==> config.mk <==
export PLATFORM = sky130hd
export DESIGN_NAME = uart_tx_fifo_flat
export DESIGN_NICKNAME = d
export VERILOG_FILES = /design/src/rtl/uart_tx_fifo_if.sv /design/src/rtl/uart_tx_fifo.sv /design/src/flat_wrapper.sv
export SDC_FILE = /design/constraint.sdc
export NUM_CORES = 1
export LEC_CHECK = 0
export CAP_MARGIN = 5
export CORE_MARGIN = 8
export CORE_UTILIZATION = 45
export CTS_CLUSTER_DIAMETER = 60
export DETAILED_ROUTE_END_ITERATION = 8
export GPL_TIMING_DRIVEN = 1
export PLACE_DENSITY = 0.62
export SLEW_MARGIN = 20
export SYNTH_ARGS = -nofsm -noshare
export SYNTH_HDL_FRONTEND = slang
export SYNTH_SLANG_ARGS = --single-unit
==> constraint.sdc <==
create_clock -name clk -period 2.5 [get_ports clk]
set_clock_uncertainty 0.2 [all_clocks]
set_input_delay 0.5 -clock clk [delete_from_list [all_inputs] [get_ports clk]]
set_output_delay 0.5 -clock clk [all_outputs]
set_load 0.01 [all_outputs]
==> src/rtl/uart_tx_fifo_if.sv <==
`default_nettype none
// ============================================================================
// Module      : uart_tx_fifo_if
// Description : Bundle of the signals around uart_tx_fifo.
//               Host push side: wr_en, wr_data, ovf_clr in; full, empty,
//               count, overflow, busy out.
//               uart_tx side: tx_start, tx_data out; tx_done in.
//               The master modport is the environment (host and uart_tx).
//               The slave modport is the FIFO.
// Revision    : 1.0 - initial release
// ============================================================================
interface uart_tx_fifo_if #(
    parameter int ADDR_W = 4
);
    logic              wr_en;
    logic [7:0]        wr_data;
    logic              full;
    logic              empty;
    logic [ADDR_W:0]   count;
    logic              overflow;
    logic              ovf_clr;
    logic              busy;
    logic              tx_start;
    logic [7:0]        tx_data;
    logic              tx_done;

    modport master (
        output wr_en, wr_data, ovf_clr, tx_done,
        input  full, empty, count, overflow, busy, tx_start, tx_data
    );

    modport slave (
        input  wr_en, wr_data, ovf_clr, tx_done,
        output full, empty, count, overflow, busy, tx_start, tx_data
    );
endinterface
`default_nettype wire

==> src/rtl/uart_tx_fifo.sv <==
`default_nettype none
// ============================================================================
// Module      : uart_tx_fifo
// Description : Byte FIFO feeding uart_tx. The host pushes bytes at clock
//               rate. An FSM pops one byte at a time and hands it to uart_tx
//               with a one-cycle tx_start pulse. It then waits for tx_done.
// Ports       : clk, rst    - system clock, synchronous active-high reset
//               bus (slave) - wr_en/wr_data/ovf_clr in;
//                             full/empty/count/overflow/busy out;
//                             tx_start/tx_data out, tx_done in
// Revision    : 1.0 - initial release
// ============================================================================
module uart_tx_fifo #(
    parameter int ADDR_W = 4
) (
    input  wire logic          clk,
    input  wire logic          rst,
    uart_tx_fifo_if.slave      bus
);
    localparam int                c_depth      = 2 ** ADDR_W;
    localparam logic [ADDR_W:0]   c_full_count = (ADDR_W + 1)'(c_depth);

    typedef enum logic [1:0] {
        S_IDLE  = 2'd0,
        S_START = 2'd1,
        S_WAIT  = 2'd2
    } state_t;

    // Storage is deliberately not reset.
    logic [7:0]        mem [c_depth];

    state_t            state_q,    state_d;
    logic [ADDR_W-1:0] wr_ptr_q,   wr_ptr_d;
    logic [ADDR_W-1:0] rd_ptr_q,   rd_ptr_d;
    logic [ADDR_W:0]   count_q,    count_d;
    logic              overflow_q, overflow_d;
    logic              tx_start_q, tx_start_d;
    logic [7:0]        tx_data_q,  tx_data_d;

    logic              w_full;
    logic              w_empty;
    logic              w_push_ok;
    logic              w_push_drop;
    logic              w_pop;

    always_comb begin
        w_full      = (count_q == c_full_count);
        w_empty     = (count_q == '0);
        // full is taken from the registered count, so a pop in the same
        // cycle cannot make room for the push.
        w_push_ok   = bus.wr_en && !w_full;
        w_push_drop = bus.wr_en &&  w_full;
        // A pop happens only when the FSM leaves IDLE.
        w_pop       = (state_q == S_IDLE) && !w_empty;

        wr_ptr_d = wr_ptr_q + {{(ADDR_W-1){1'b0}}, w_push_ok};
        rd_ptr_d = rd_ptr_q + {{(ADDR_W-1){1'b0}}, w_pop};

        unique case ({w_push_ok, w_pop})
            2'b10:   count_d = count_q + 1'b1;
            2'b01:   count_d = count_q - 1'b1;
            default: count_d = count_q;
        endcase

        // If a dropped push and a clear arrive in the same cycle, the
        // drop is reported.
        if (w_push_drop) begin
            overflow_d = 1'b1;
        end else if (bus.ovf_clr) begin
            overflow_d = 1'b0;
        end else begin
            overflow_d = overflow_q;
        end

        state_d    = state_q;
        tx_start_d = 1'b0;
        tx_data_d  = tx_data_q;
        unique case (state_q)
            S_IDLE: begin
                if (w_pop) begin
                    tx_data_d  = mem[rd_ptr_q];
                    tx_start_d = 1'b1;
                    state_d    = S_START;
                end
            end
            S_START: begin
                state_d = S_WAIT;
            end
            S_WAIT: begin
                // tx_done in any other state is ignored.
                if (bus.tx_done) begin
                    state_d = S_IDLE;
                end
            end
            default: begin
                state_d = S_IDLE;
            end
        endcase
    end

    always_ff @(posedge clk) begin
        if (rst) begin
            state_q    <= S_IDLE;
            wr_ptr_q   <= '0;
            rd_ptr_q   <= '0;
            count_q    <= '0;
            overflow_q <= 1'b0;
            tx_start_q <= 1'b0;
            tx_data_q  <= 8'h00;
        end else begin
            state_q    <= state_d;
            wr_ptr_q   <= wr_ptr_d;
            rd_ptr_q   <= rd_ptr_d;
            count_q    <= count_d;
            overflow_q <= overflow_d;
            tx_start_q <= tx_start_d;
            tx_data_q  <= tx_data_d;
        end
    end

    always_ff @(posedge clk) begin
        if (w_push_ok) begin
            mem[wr_ptr_q] <= bus.wr_data;
        end
    end

    assign bus.full     = w_full;
    assign bus.empty    = w_empty;
    assign bus.count    = count_q;
    assign bus.overflow = overflow_q;
    assign bus.busy     = (state_q != S_IDLE);
    assign bus.tx_start = tx_start_q;
    assign bus.tx_data  = tx_data_q;

endmodule
`default_nettype wire
==> src/flat_wrapper.sv <==
// flat-port wrapper written by rule: the top's interface ports become plain ports
module uart_tx_fifo_flat 
#(
    parameter int ADDR_W = 4
)
  (clk, rst, bus_wr_en, bus_wr_data, bus_ovf_clr, bus_tx_done, bus_full, bus_empty, bus_count, bus_overflow, bus_busy, bus_tx_start, bus_tx_data);
  uart_tx_fifo_if #(.ADDR_W(ADDR_W)) bus_i ();
  input  wire logic clk;
  input  wire logic rst;
  input wire logic [$bits(bus_i.wr_en)-1:0] bus_wr_en;
  input wire logic [$bits(bus_i.wr_data)-1:0] bus_wr_data;
  input wire logic [$bits(bus_i.ovf_clr)-1:0] bus_ovf_clr;
  input wire logic [$bits(bus_i.tx_done)-1:0] bus_tx_done;
  output wire logic [$bits(bus_i.full)-1:0] bus_full;
  output wire logic [$bits(bus_i.empty)-1:0] bus_empty;
  output wire logic [$bits(bus_i.count)-1:0] bus_count;
  output wire logic [$bits(bus_i.overflow)-1:0] bus_overflow;
  output wire logic [$bits(bus_i.busy)-1:0] bus_busy;
  output wire logic [$bits(bus_i.tx_start)-1:0] bus_tx_start;
  output wire logic [$bits(bus_i.tx_data)-1:0] bus_tx_data;
  assign bus_i.wr_en = bus_wr_en;
  assign bus_i.wr_data = bus_wr_data;
  assign bus_i.ovf_clr = bus_ovf_clr;
  assign bus_i.tx_done = bus_tx_done;
  assign bus_full = bus_i.full;
  assign bus_empty = bus_i.empty;
  assign bus_count = bus_i.count;
  assign bus_overflow = bus_i.overflow;
  assign bus_busy = bus_i.busy;
  assign bus_tx_start = bus_i.tx_start;
  assign bus_tx_data = bus_i.tx_data;
  uart_tx_fifo #(.ADDR_W(ADDR_W)) u_core (.clk(clk), .rst(rst), .bus(bus_i));
endmodule
==> metrics.yaml <==
post_drt_wl_per_cell_um: 19.9
vias_per_cell: 5.41
swShare_pct: 27.8
worstSetupStartpoint: "u_core.bus.count[2]$_SDFFE_PP0P_"
port_buffers: 30
period_share_pct: 100
core_region_area_um2: 13300
netlist_area_um2: 6130
dieArea_um2: 17600
path_max_fanout: 5
antenna_cells: 0
ys_ff_latch: 153
drtIter0Drc: 267
rr_startpoint: "u_core.bus.count[2]$_SDFFE_PP0P_"
htree_levels: 4
grt_max_degree: 29
synth_edf_count: 128
maxCapViolCount: 0
die_h_um: 133
syn_to_final_growth_pct: 20.7
hold_ws_ns: 0.260
crit_arrival_ns: 2.60
final_cell_mix: "edfxtp_1, mux2i_1, o22ai_1, buf_4, clkdlybuf4s50_1"
min_to: "u_core.bus.tx_data[3]$_SDFFE_PP0P_"
tightest_slew_ns: 0.919
pwr-share-clk_pct: 32.1
rows: 42
syn_nets: 415
yosysWarningCount: 0
whs_path_depth: 1
worstSetupPathType: "flop to flop"
start_kind: "flop"
yosysSeqAreaShare_pct: 70.9
cts.sinks: 153
drc_errors: 0
synth.distinct_cells: 45
dp_cells: 609
initial_core_util_pct: 46.1
crit_required_ns: 2.60
power_frac_comb_pct: 24.7
dpl_worst_slack_ns: -0.136
fmax_mhz: 400
fin_total_pwr_mw: 7.06
dp_hpwl_um: 8520
violations: "negative setup slack"
first_global_vias: 3518
p_sw_mw: 1.96
p_seq_share_pct: 43.2
min_period_ns: 2.50
intPower_mw: 5.10
io_pins: 31
first_pass_iters: 5
gr-usage-all-layers_pct: 15.2
ctsRootBufferMaster: "clkbuf_16"
die_w_um: 133
vias: 3474
tns_ns: -0.00199
mostFrequentLayoutCell: "edfxtp_1"
setup_slack_ns: -0.00199
clockBufferDepth: 2
drive_gt1_share_pct: 17.0
dpl-instance-area_um2: 6830
pwr_density_cell_nw_per_um2: 955
cts_buffers: 17
synth.avg_cell_area_um2: 15.6
grt_pass1_wl_um: 20000
synth-main-ff-cell: "edfxtp_1"
finalHoldViolCount: 0
fin_util_pct: 55.6
synth-async-reset-ratio_pct: 0
final_cells: 642
drt-total-wl_um: 12800
status: "finished with violations"
worstHoldPathType: "flop to flop"
gp_congestion: 0.743
cts_tree: "yes"
antenna_left: 0
r2r_cells: 9
rsz0062_at_grt: "yes"
ff2ff_setup_slack_ns: -0.002
grt_overflow: 0
final_nets: 475
cts_hold_buf: 0
antenna_found_initial: 0
fin_area_um2: 7390
setup_viol: 1
slew_headroom_pct: 38.5
cp-end-kind: "flop"
p_leak_nw: 2.41
worstSkewPairLatency_ns: 0.42
postSynthCellCount: 394
cts.clk_slew.worst_paths_ns: 0.06
max-vdd-ir-drop_mv: 0.453
worstHoldStart: "u_core.bus.tx_data[3]$_SDFFE_PP0P_"
r2r_end: "u_core.bus.count[4]$_SDFFE_PP0P_"
slew_viol_final: 0
-- power by group through the flow --
stage	clock network [mW]	logic, mW	registers (mW)
floorplan	0	1.14	3.06
global placement	0	1.66	3.10
global route	2.41	1.89	3.07
detailed placement	0	1.69	3.10
CTS	2.31	1.71	3.05
finish	2.26	1.75	3.05
-- worst max-delay path by stage --
| stage | to | slack (ns) |
|---|---|---|
| after floorplan | u_core.bus.count[2]$_SDFFE_PP0P_ | -0.11 |
| after global placement | u_core.bus.count[4]$_SDFFE_PP0P_ | -0.11 |
| after detailed placement | u_core.bus.count[4]$_SDFFE_PP0P_ | -0.14 |
| after CTS | u_core.bus.count[2]$_SDFFE_PP0P_ | 0.002 |
| after global routing | u_core.bus.count[4]$_SDFFE_PP0P_ | -0.08 |
| final | u_core.bus.count[4]$_SDFFE_PP0P_ | -0.002 |
-- critical path: stages, from the launching register on --
cell	delay [ns]
dfxtp_2	0.32
or4_4	0.56
o21ai_4	0.18
ha_4	0.18
xor2_1	0.07
ha_2	0.19
a211o_2	0.33
a21oi_4	0.16
a211o_1	0.12
nand3_1	0.07
-- state kept, by name, indices dropped and copies added, names as in the netlist --
| name | flops |
|---|---|
| u_core.bus.tx_data | 8 |
| u_core.bus.tx_start | 1 |
| u_core.state_q | 2 |
| u_core.bus.count | 5 |
| u_core.mem | 128 |
| u_core.wr_ptr_q | 4 |
| u_core.rd_ptr_q | 4 |
| u_core.bus.overflow | 1 |
-- logic make-up after synthesis --
logic type	after synthesis	share of synthesized area [%]
buffers and inverters	28	2.27
AND/OR/NAND/NOR	75	6.94
AO/OA/AOI/OAI	57	6.47
flip-flops	153	70.9
XOR/XNOR	7	1.00
adder cells (fa/ha/maj)	8	1.63
multiplexers	66	10.8
-- final cells by class --
cell class | count | area (um2)
Sequential cell | 153 | 4350
Multi-Input combinational cell | 213 | 1710
Fill cell | 1071 | 5900
Inverter | 6 | 22.5
Clock buffer | 18 | 429
Tap cell | 176 | 220
Timing Repair Buffer | 63 | 571
Clock inverter | 13 | 87.6
-- synthesized netlist by cell type, types with 4 or more instances --
cell type | count | area [um2]
dfxtp_1 | 25 | 500
mux2i_1 | 66 | 661
nor3_1 | 5 | 25.0
buf_2 | 10 | 50.1
ha_1 | 8 | 100
o2bb2ai_1 | 8 | 70.1
edfxtp_1 | 128 | 3840
nor2b_1 | 5 | 31.3
xor2_1 | 4 | 35.0
nand2_1 | 4 | 15.0
o22ai_1 | 32 | 200
nor4_1 | 9 | 56.3
nor2_1 | 26 | 97.6
clkbuf_1 | 6 | 22.5
nand3_1 | 4 | 20.0
nand2b_1 | 4 | 25.0
a21oi_1 | 7 | 35.0
inv_1 | 5 | 18.8
-- what timing repair did --
item	4_1_cts	5_1_grt
pin swaps	2	1
gates resized for setup	4	4
buffers inserted	1	1
setup endpoints to repair	4	3
-- layer usage --
metal / share of wire [%] / global-route usage [%]
met5: 0 / 0
met4: 1.7 / 5.87
met3: 4.8 / 4.13
met2: 46 / 23.4
met1: 47 / 20.0
Power figures use the tool's default switching activity.
